--- config.mk ---
export PLATFORM = sky130hd
export DESIGN_NAME = fetch_stage
export DESIGN_NICKNAME = d
export VERILOG_FILES = /design/src/rtl/fetch_stage_pkg.sv /design/src/rtl/fetch_skid_buffer.sv /design/src/rtl/fetch_stage.sv
export SDC_FILE = /design/constraint.sdc
export NUM_CORES = 1
export LEC_CHECK = 0
export ABC_AREA = 1
export BUFFER_PORTS_ARGS = -buffer_cell sky130_fd_sc_hd__buf_4
export CAP_MARGIN = 40
export CORE_MARGIN = 3
export CORE_UTILIZATION = 58
export DETAILED_ROUTE_END_ITERATION = 7
export MAX_ROUTING_LAYER = met4
export PLACE_DENSITY = 0.92
export SETUP_SLACK_MARGIN = 0.2
export SLEW_MARGIN = 20
export SYNTH_ARGS = -nofsm -noshare
export SYNTH_HDL_FRONTEND = slang
export SYNTH_SLANG_ARGS = --single-unit
--- constraint.sdc ---
create_clock -name clk -period 2.55 [get_ports clk]
set_input_delay 0.51 -clock clk [delete_from_list [all_inputs] [get_ports clk]]
set_output_delay 0.51 -clock clk [all_outputs]
set_load 0.1 [all_outputs]
--- src/rtl/fetch_stage_pkg.sv ---
// Shared widths and state encoding for the instruction fetch stage.
package fetch_stage_pkg;

  localparam int FETCH_INSTR_W = 64;
  localparam int FETCH_ADDR_W  = 10;

  typedef enum logic [1:0] {
    FETCH_IDLE  = 2'd0,
    FETCH_RUN   = 2'd1,
    FETCH_DRAIN = 2'd2
  } fetch_state_e;

endpackage

--- src/rtl/fetch_skid_buffer.sv ---
// One-entry holding register for a memory read that returns while decode is stalled.
module fetch_skid_buffer
  import fetch_stage_pkg::*;
#(
  parameter int DW = FETCH_INSTR_W,
  parameter int AW = FETCH_ADDR_W
) (
  input  logic          clk,
  input  logic          rst,
  input  logic          flush_i,
  input  logic          load_i,
  input  logic          unload_i,
  input  logic [DW-1:0] data_i,
  input  logic [AW-1:0] pc_i,
  output logic          valid_o,
  output logic [DW-1:0] data_o,
  output logic [AW-1:0] pc_o
);

  logic          valid_q;
  logic [DW-1:0] data_q;
  logic [AW-1:0] pc_q;

  always_ff @(posedge clk) begin
    if (rst || flush_i) begin
      valid_q <= 1'b0;
      data_q  <= '0;
      pc_q    <= '0;
    end else if (load_i) begin
      valid_q <= 1'b1;
      data_q  <= data_i;
      pc_q    <= pc_i;
    end else if (unload_i) begin
      valid_q <= 1'b0;
    end
  end

  assign valid_o = valid_q;
  assign data_o  = data_q;
  assign pc_o    = pc_q;

endmodule

--- src/rtl/fetch_stage.sv ---
// Instruction fetch: walks PC over a 1-cycle synchronous IMEM, with stall skid and redirect.
// Define FETCH_PERF_CNT_EN to add the stall_cycles / redirect_cnt performance counters.
//
// state       | meaning
// FETCH_IDLE  | waiting for start
// FETCH_RUN   | issuing reads while pc < len
// FETCH_DRAIN | no more reads; waiting for the last instruction to leave
module fetch_stage
  import fetch_stage_pkg::*;
#(
  parameter int INSTR_WIDTH     = FETCH_INSTR_W,
  parameter int IMEM_ADDR_WIDTH = FETCH_ADDR_W
) (
  input  logic                       clk,
  input  logic                       rst,
  input  logic                       start,
  input  logic [IMEM_ADDR_WIDTH-1:0] prog_len,
  input  logic                       fetch_stall,
  input  logic                       redirect_valid,
  input  logic [IMEM_ADDR_WIDTH-1:0] redirect_pc,
  output logic                       imem_en,
  output logic [IMEM_ADDR_WIDTH-1:0] imem_addr,
  input  logic [INSTR_WIDTH-1:0]     imem_rdata,
  output logic [INSTR_WIDTH-1:0]     instr,
  output logic [IMEM_ADDR_WIDTH-1:0] instr_pc,
  output logic                       instr_valid,
  output logic                       busy,
  output logic                       done
`ifdef FETCH_PERF_CNT_EN
  ,
  output logic [31:0]                stall_cycles,
  output logic [31:0]                redirect_cnt
`endif
);

  localparam int AW = IMEM_ADDR_WIDTH;

  fetch_state_e     state_q, state_d;
  logic [AW-1:0]    pc_q, pc_d;
  logic [AW-1:0]    len_q, len_d;
  logic             inflight_q, inflight_d;
  logic [AW-1:0]    inflight_pc_q, inflight_pc_d;
  logic [INSTR_WIDTH-1:0] instr_q, instr_d;
  logic [AW-1:0]    instr_pc_q, instr_pc_d;
  logic             instr_valid_q, instr_valid_d;
  logic             done_q, done_d;

  logic             fetch_go;
  logic             skid_load, skid_unload, skid_flush;
  logic             skid_valid;
  logic [INSTR_WIDTH-1:0] skid_data;
  logic [AW-1:0]    skid_pc;

  fetch_skid_buffer #(
    .DW (INSTR_WIDTH),
    .AW (AW)
  ) u_skid (
    .clk      (clk),
    .rst      (rst),
    .flush_i  (skid_flush),
    .load_i   (skid_load),
    .unload_i (skid_unload),
    .data_i   (imem_rdata),
    .pc_i     (inflight_pc_q),
    .valid_o  (skid_valid),
    .data_o   (skid_data),
    .pc_o     (skid_pc)
  );

  always_comb begin
    state_d       = state_q;
    pc_d          = pc_q;
    len_d         = len_q;
    inflight_d    = 1'b0;
    inflight_pc_d = inflight_pc_q;
    instr_d       = instr_q;
    instr_pc_d    = instr_pc_q;
    instr_valid_d = instr_valid_q;
    done_d        = 1'b0;
    skid_load     = 1'b0;
    skid_unload   = 1'b0;
    skid_flush    = 1'b0;

    fetch_go = (state_q == FETCH_RUN) && !fetch_stall && !redirect_valid && (pc_q < len_q);

    if (fetch_go) begin
      pc_d          = pc_q + AW'(1);
      inflight_d    = 1'b1;
      inflight_pc_d = pc_q;
    end

    // Skid and in-flight can never both be occupied on a non-stalled cycle.
    if (fetch_stall) begin
      skid_load = inflight_q;
    end else if (skid_valid) begin
      instr_d       = skid_data;
      instr_pc_d    = skid_pc;
      instr_valid_d = 1'b1;
      skid_unload   = 1'b1;
    end else if (inflight_q) begin
      instr_d       = imem_rdata;
      instr_pc_d    = inflight_pc_q;
      instr_valid_d = 1'b1;
    end else begin
      instr_valid_d = 1'b0;
    end

    case (state_q)
      FETCH_IDLE: begin
        if (start) begin
          pc_d    = '0;
          len_d   = prog_len;
          state_d = (prog_len == '0) ? FETCH_DRAIN : FETCH_RUN;
        end
      end
      FETCH_RUN: begin
        if (!fetch_go && (pc_q == len_q)) state_d = FETCH_DRAIN;
      end
      FETCH_DRAIN: begin
        if (!inflight_q && !skid_valid && (!instr_valid_q || !fetch_stall)) begin
          state_d = FETCH_IDLE;
          done_d  = 1'b1;
        end
      end
      default: state_d = FETCH_IDLE;
    endcase

    // Redirect overrides stall and drain; the read still in flight is dropped.
    if (redirect_valid && (state_q != FETCH_IDLE)) begin
      pc_d          = redirect_pc;
      inflight_d    = 1'b0;
      skid_flush    = 1'b1;
      skid_load     = 1'b0;
      skid_unload   = 1'b0;
      instr_valid_d = 1'b0;
      done_d        = 1'b0;
      state_d       = (redirect_pc >= len_q) ? FETCH_DRAIN : FETCH_RUN;
    end
  end

  always_ff @(posedge clk) begin
    if (rst) begin
      state_q       <= FETCH_IDLE;
      pc_q          <= '0;
      len_q         <= '0;
      inflight_q    <= 1'b0;
      inflight_pc_q <= '0;
      instr_q       <= '0;
      instr_pc_q    <= '0;
      instr_valid_q <= 1'b0;
      done_q        <= 1'b0;
    end else begin
      state_q       <= state_d;
      pc_q          <= pc_d;
      len_q         <= len_d;
      inflight_q    <= inflight_d;
      inflight_pc_q <= inflight_pc_d;
      instr_q       <= instr_d;
      instr_pc_q    <= instr_pc_d;
      instr_valid_q <= instr_valid_d;
      done_q        <= done_d;
    end
  end

`ifdef FETCH_PERF_CNT_EN
  logic        start_acc, redir_acc;
  logic [31:0] stall_cnt_q, redir_cnt_q;

  assign start_acc = (state_q == FETCH_IDLE) && start;
  assign redir_acc = (state_q != FETCH_IDLE) && redirect_valid;

  always_ff @(posedge clk) begin
    if (rst || start_acc) begin
      stall_cnt_q <= '0;
      redir_cnt_q <= '0;
    end else begin
      if (fetch_stall && instr_valid_q) stall_cnt_q <= stall_cnt_q + 32'd1;
      if (redir_acc)                    redir_cnt_q <= redir_cnt_q + 32'd1;
    end
  end

  assign stall_cycles = stall_cnt_q;
  assign redirect_cnt = redir_cnt_q;
`endif

  assign imem_en     = fetch_go;
  assign imem_addr   = pc_q;
  assign instr       = instr_q;
  assign instr_pc    = instr_pc_q;
  assign instr_valid = instr_valid_q;
  assign busy        = (state_q != FETCH_IDLE);
  assign done        = done_q;

endmodule

==> flow_metrics.tcl <==
set metrics [dict create \
    tightest_slew_ns 0.826 \
    antenna_found_initial 0 \
    report.final.hold_viol_count 0 \
    grt_pass1_vias 7149 \
    die_w_um 122 \
    final_layout_size_suffix_gt1_share_pct 22.8 \
    timing.hold.worst_path_depth 3 \
    die-area_um2 14900 \
    m1WireLength_um 9040 \
    max_freq_ghz 0.436 \
    worst-path-max-fanout 6 \
    num_antenna_cells 0 \
    yosys_warnings 0 \
    maxSlewViolCount 0 \
    rsz0062_at_grt "false" \
    timing.hold.worst_endpoint "len_q[0]$_SDFFE_PP0P_" \
    setup_slack_ns 0.256 \
    worst_setup_path_start_kind "flop" \
    timing.hold.worst.start "prog_len[0]" \
    vias_per_cell 5.53 \
    synth.distinct_cells 33 \
    critical_path.reg2reg.startpoint "imem_addr[6]$_SDFF_PP0_" \
    leakagePower_nw 4.15 \
    worst-endpoint-required_ns 2.04 \
    r2r-end "state_q[0]$_SDFFE_PP0P_" \
    final.setup_skew_ns 0.00966 \
    die_h_um 122 \
    pwr_density_cell_nw_per_um2 831 \
    arrival_ns 1.78 \
    numPortBuffers 176 \
    synth-seq-cells 184 \
    start_util_pct 60.6 \
    first_pass_grt_wire_length_um 33100 \
    met2RoutedLength_um 10100 \
    detail-route-antenna-nets 0 \
    met3_wirelength_um 1450 \
    gp_congestion 0.925 \
    floorplan.core_area_um2 12900 \
    endpoint_kind "output port" \
    syn_to_final_growth_pct 27.5 \
    grt_overflow 0 \
    cell_count_after_synthesis 1063 \
    worst_setup_hold_path_clk_slew_ns 0.07 \
    worst_skew_pair.late_latency_ns 0.43 \
    cts_num_sinks 184 \
    routed_wl_um 20900 \
    finalCritPeriodShare_pct 90.0 \
    max-cap-violations 0 \
    clock_tree.buffer_depth 2 \
    hold_path_class "primary input to flop" \
    ff2ff_path_depth 14 \
    vdd_ir_drop_max_uv 690 \
    clock_tree.root_cell "clkbuf_16" \
    cts_tree "yes" \
    drt-wirelength-per-cell_um 15.1 \
    synth_seq_area_share_pct 47.0 \
    mappedNetlistArea_um2 7840 \
    placement_rows 41 \
    cts_buffers 17 \
    syn-mean-instance-area_um2 7.37 \
    nNetsFinal 1316 \
    ios 177 \
    place_ws_ns 0.436 \
    path_class "flop to output port" \
    post_cts_hold_fix_bufs 0 \
    detailed_place_hpwl_um 12900 \
    worst-r2r-setup-slack_ns 0.57 \
    grt_util_all_layers_pct 28.0 \
    final.fill_count 952 \
    grt_max_degree 83 \
    timing.slew.headroom_pct 45.0 \
    clock_tree.htree_level_count 4 \
    tns_ns 0 \
    fin_crit_ns 2.29 \
    synth_nets 1173 \
    drt_pre_antenna_iters 5 \
    status "finished, final reports clean" \
    final-setup-viol-count 0 \
    num_vias 7690 \
    topRoutingLayerUsed "met4" \
    detail_route.iter0.violations 831 \
    drc_violation_count_after_routing 0 \
]
-- per-layer routing --
metal | global-route usage, % | up-vias
met2 | 45.9 | 321
met3 | 5.67 | 42
met4 | 9.52 | 0
met5 | - | -
li1 | - | 3824
met1 | 34.5 | 3503
-- final cells by class --
type	instances	area, um^2	area share, %
clock buffer	20	447	4.47
clock inverter	12	143	1.43
inverter	59	221	2.22
multi-input combinational	748	3710	37.1
sequential	184	3710	37.2
tap	172	215	2.15
timing repair buffer	196	1540	15.4
-- synth_stat cells --
master	count	area share, %
nand3_1	18	1.1
o21a_1	1	0.096
ha_1	21	3.4
nor2_1	38	1.8
o21bai_2	1	0.14
a31oi_1	75	6.0
nand3_2	2	0.26
buf_6	2	0.29
dfxtp_1	184	47
nand4_1	4	0.32
o211ai_1	4	0.38
clkbuf_1	40	1.9
o21bai_1	1	0.096
a211oi_1	8	0.77
nor2_2	4	0.32
o2111ai_1	1	0.11
a21oi_2	1	0.11
nor3_1	1	0.064
a21o_1	1	0.096
buf_1	2	0.096
inv_1	52	2.5
nor3_2	1	0.13
o21ai_0	94	6.0
a21oi_1	102	6.5
o21ai_1	1	0.064
nor4_1	1	0.080
buf_2	24	1.5
nand2_1	362	17
xor2_1	2	0.22
nand3b_1	1	0.096
nor2_4	3	0.43
inv_2	7	0.34
buf_4	4	0.38
-- metrics by stage --
stage | utilization (%) | power [mW] | instance area, um^2 | instances | hold WS [ns]
2_1_floorplan | - | 4.98 | 7850 | 1063 | 0.439
6_report | 77.3 | 8.30 | 9990 | 1391 | 0.325
4_1_cts | 76.3 | 8.20 | 9870 | 1386 | 0.314
5_1_grt | 77.3 | 8.65 | 9990 | 1391 | 0.330
3_3_place_gp | 71.3 | 5.50 | 9220 | 1353 | 0.448
3_5_place_dp | 71.3 | 5.54 | 9220 | 1353 | 0.452
-- cell families (layout without fill, tap and decap cells) --
kind of cell	after synthesis	after routing	synth area share (%)
adder cells (fa/ha/maj)	21	21	3.35
flip-flops	184	184	47.0
XOR/XNOR	2	2	0.224
AND/OR/NAND/NOR	435	435	22.0
buffers and inverters	131	287	7.04
AO/OA/AOI/OAI	290	290	20.4
-- worst max-delay path, stage by stage, from the launching register on --
cell and delay, ns:
dfxtp_2 0.37, ha_1 0.34, nand2_1 0.08, nand2_1 0.05, nand3_2 0.09, nand3_2 0.09, nor2_4 0.14, buf_12 0.19
-- sequential cells by signal (all words and copies together), names as in the netlist --
register / cells
u_skid.valid_o: 1
instr_valid: 1
done: 1
instr: 64
instr_pc: 10
inflight_q: 1
len_q: 10
u_skid.data_o: 64
state_q: 2
inflight_pc_q: 10
u_skid.pc_o: 10
imem_addr: 10
-- report_power, final --
part / leakage [nW] / switching (mW) / internal [mW]
combinational: 2.36 / 1.74 / 0.681
sequential: 1.49 / 0.156 / 3.08
clock: 0.291 / 1.16 / 1.49
-- worst max path at each step --
stage,start,end,cells past startpoint
after floorplan,imem_addr[5]$_SDFF_PP0_,imem_en,9
after global placement,imem_addr[5]$_SDFF_PP0_,imem_en,9
after detailed placement,redirect_valid,u_skid.data_o[9]$_SDFFE_PP0P_,7
after CTS,len_q[5]$_SDFFE_PP0P_,imem_en,10
after global routing,imem_addr[1]$_SDFF_PP0_,imem_en,7
final,imem_addr[1]$_SDFF_PP0_,imem_en,7
-- layout by cell type, fill, tap and decap left out, types with 8 or more instances in the layout --
cell       synthesis  layout
nor2_1            38      36
clkbuf_16          0      17
inv_1             52      46
o21ai_0           94      94
dfxtp_2            0       8
ha_1              21      16
inv_2              7      13
a211oi_1           8       8
a31oi_1           75      75
nand2_1          362     357
a21oi_1          102     101
nand3_1           18      17
dfxtp_1          184     171
buf_4              4     191
-- what timing repair did --
item                                    CTS  global route
endpoints found under the setup margin    1             1
setup buffers                             1             4
hold endpoints to repair                  0             0
pin swaps                                 3             6
gates resized for setup                  11            17
Note: power is estimated with default switching activity, not from simulation.
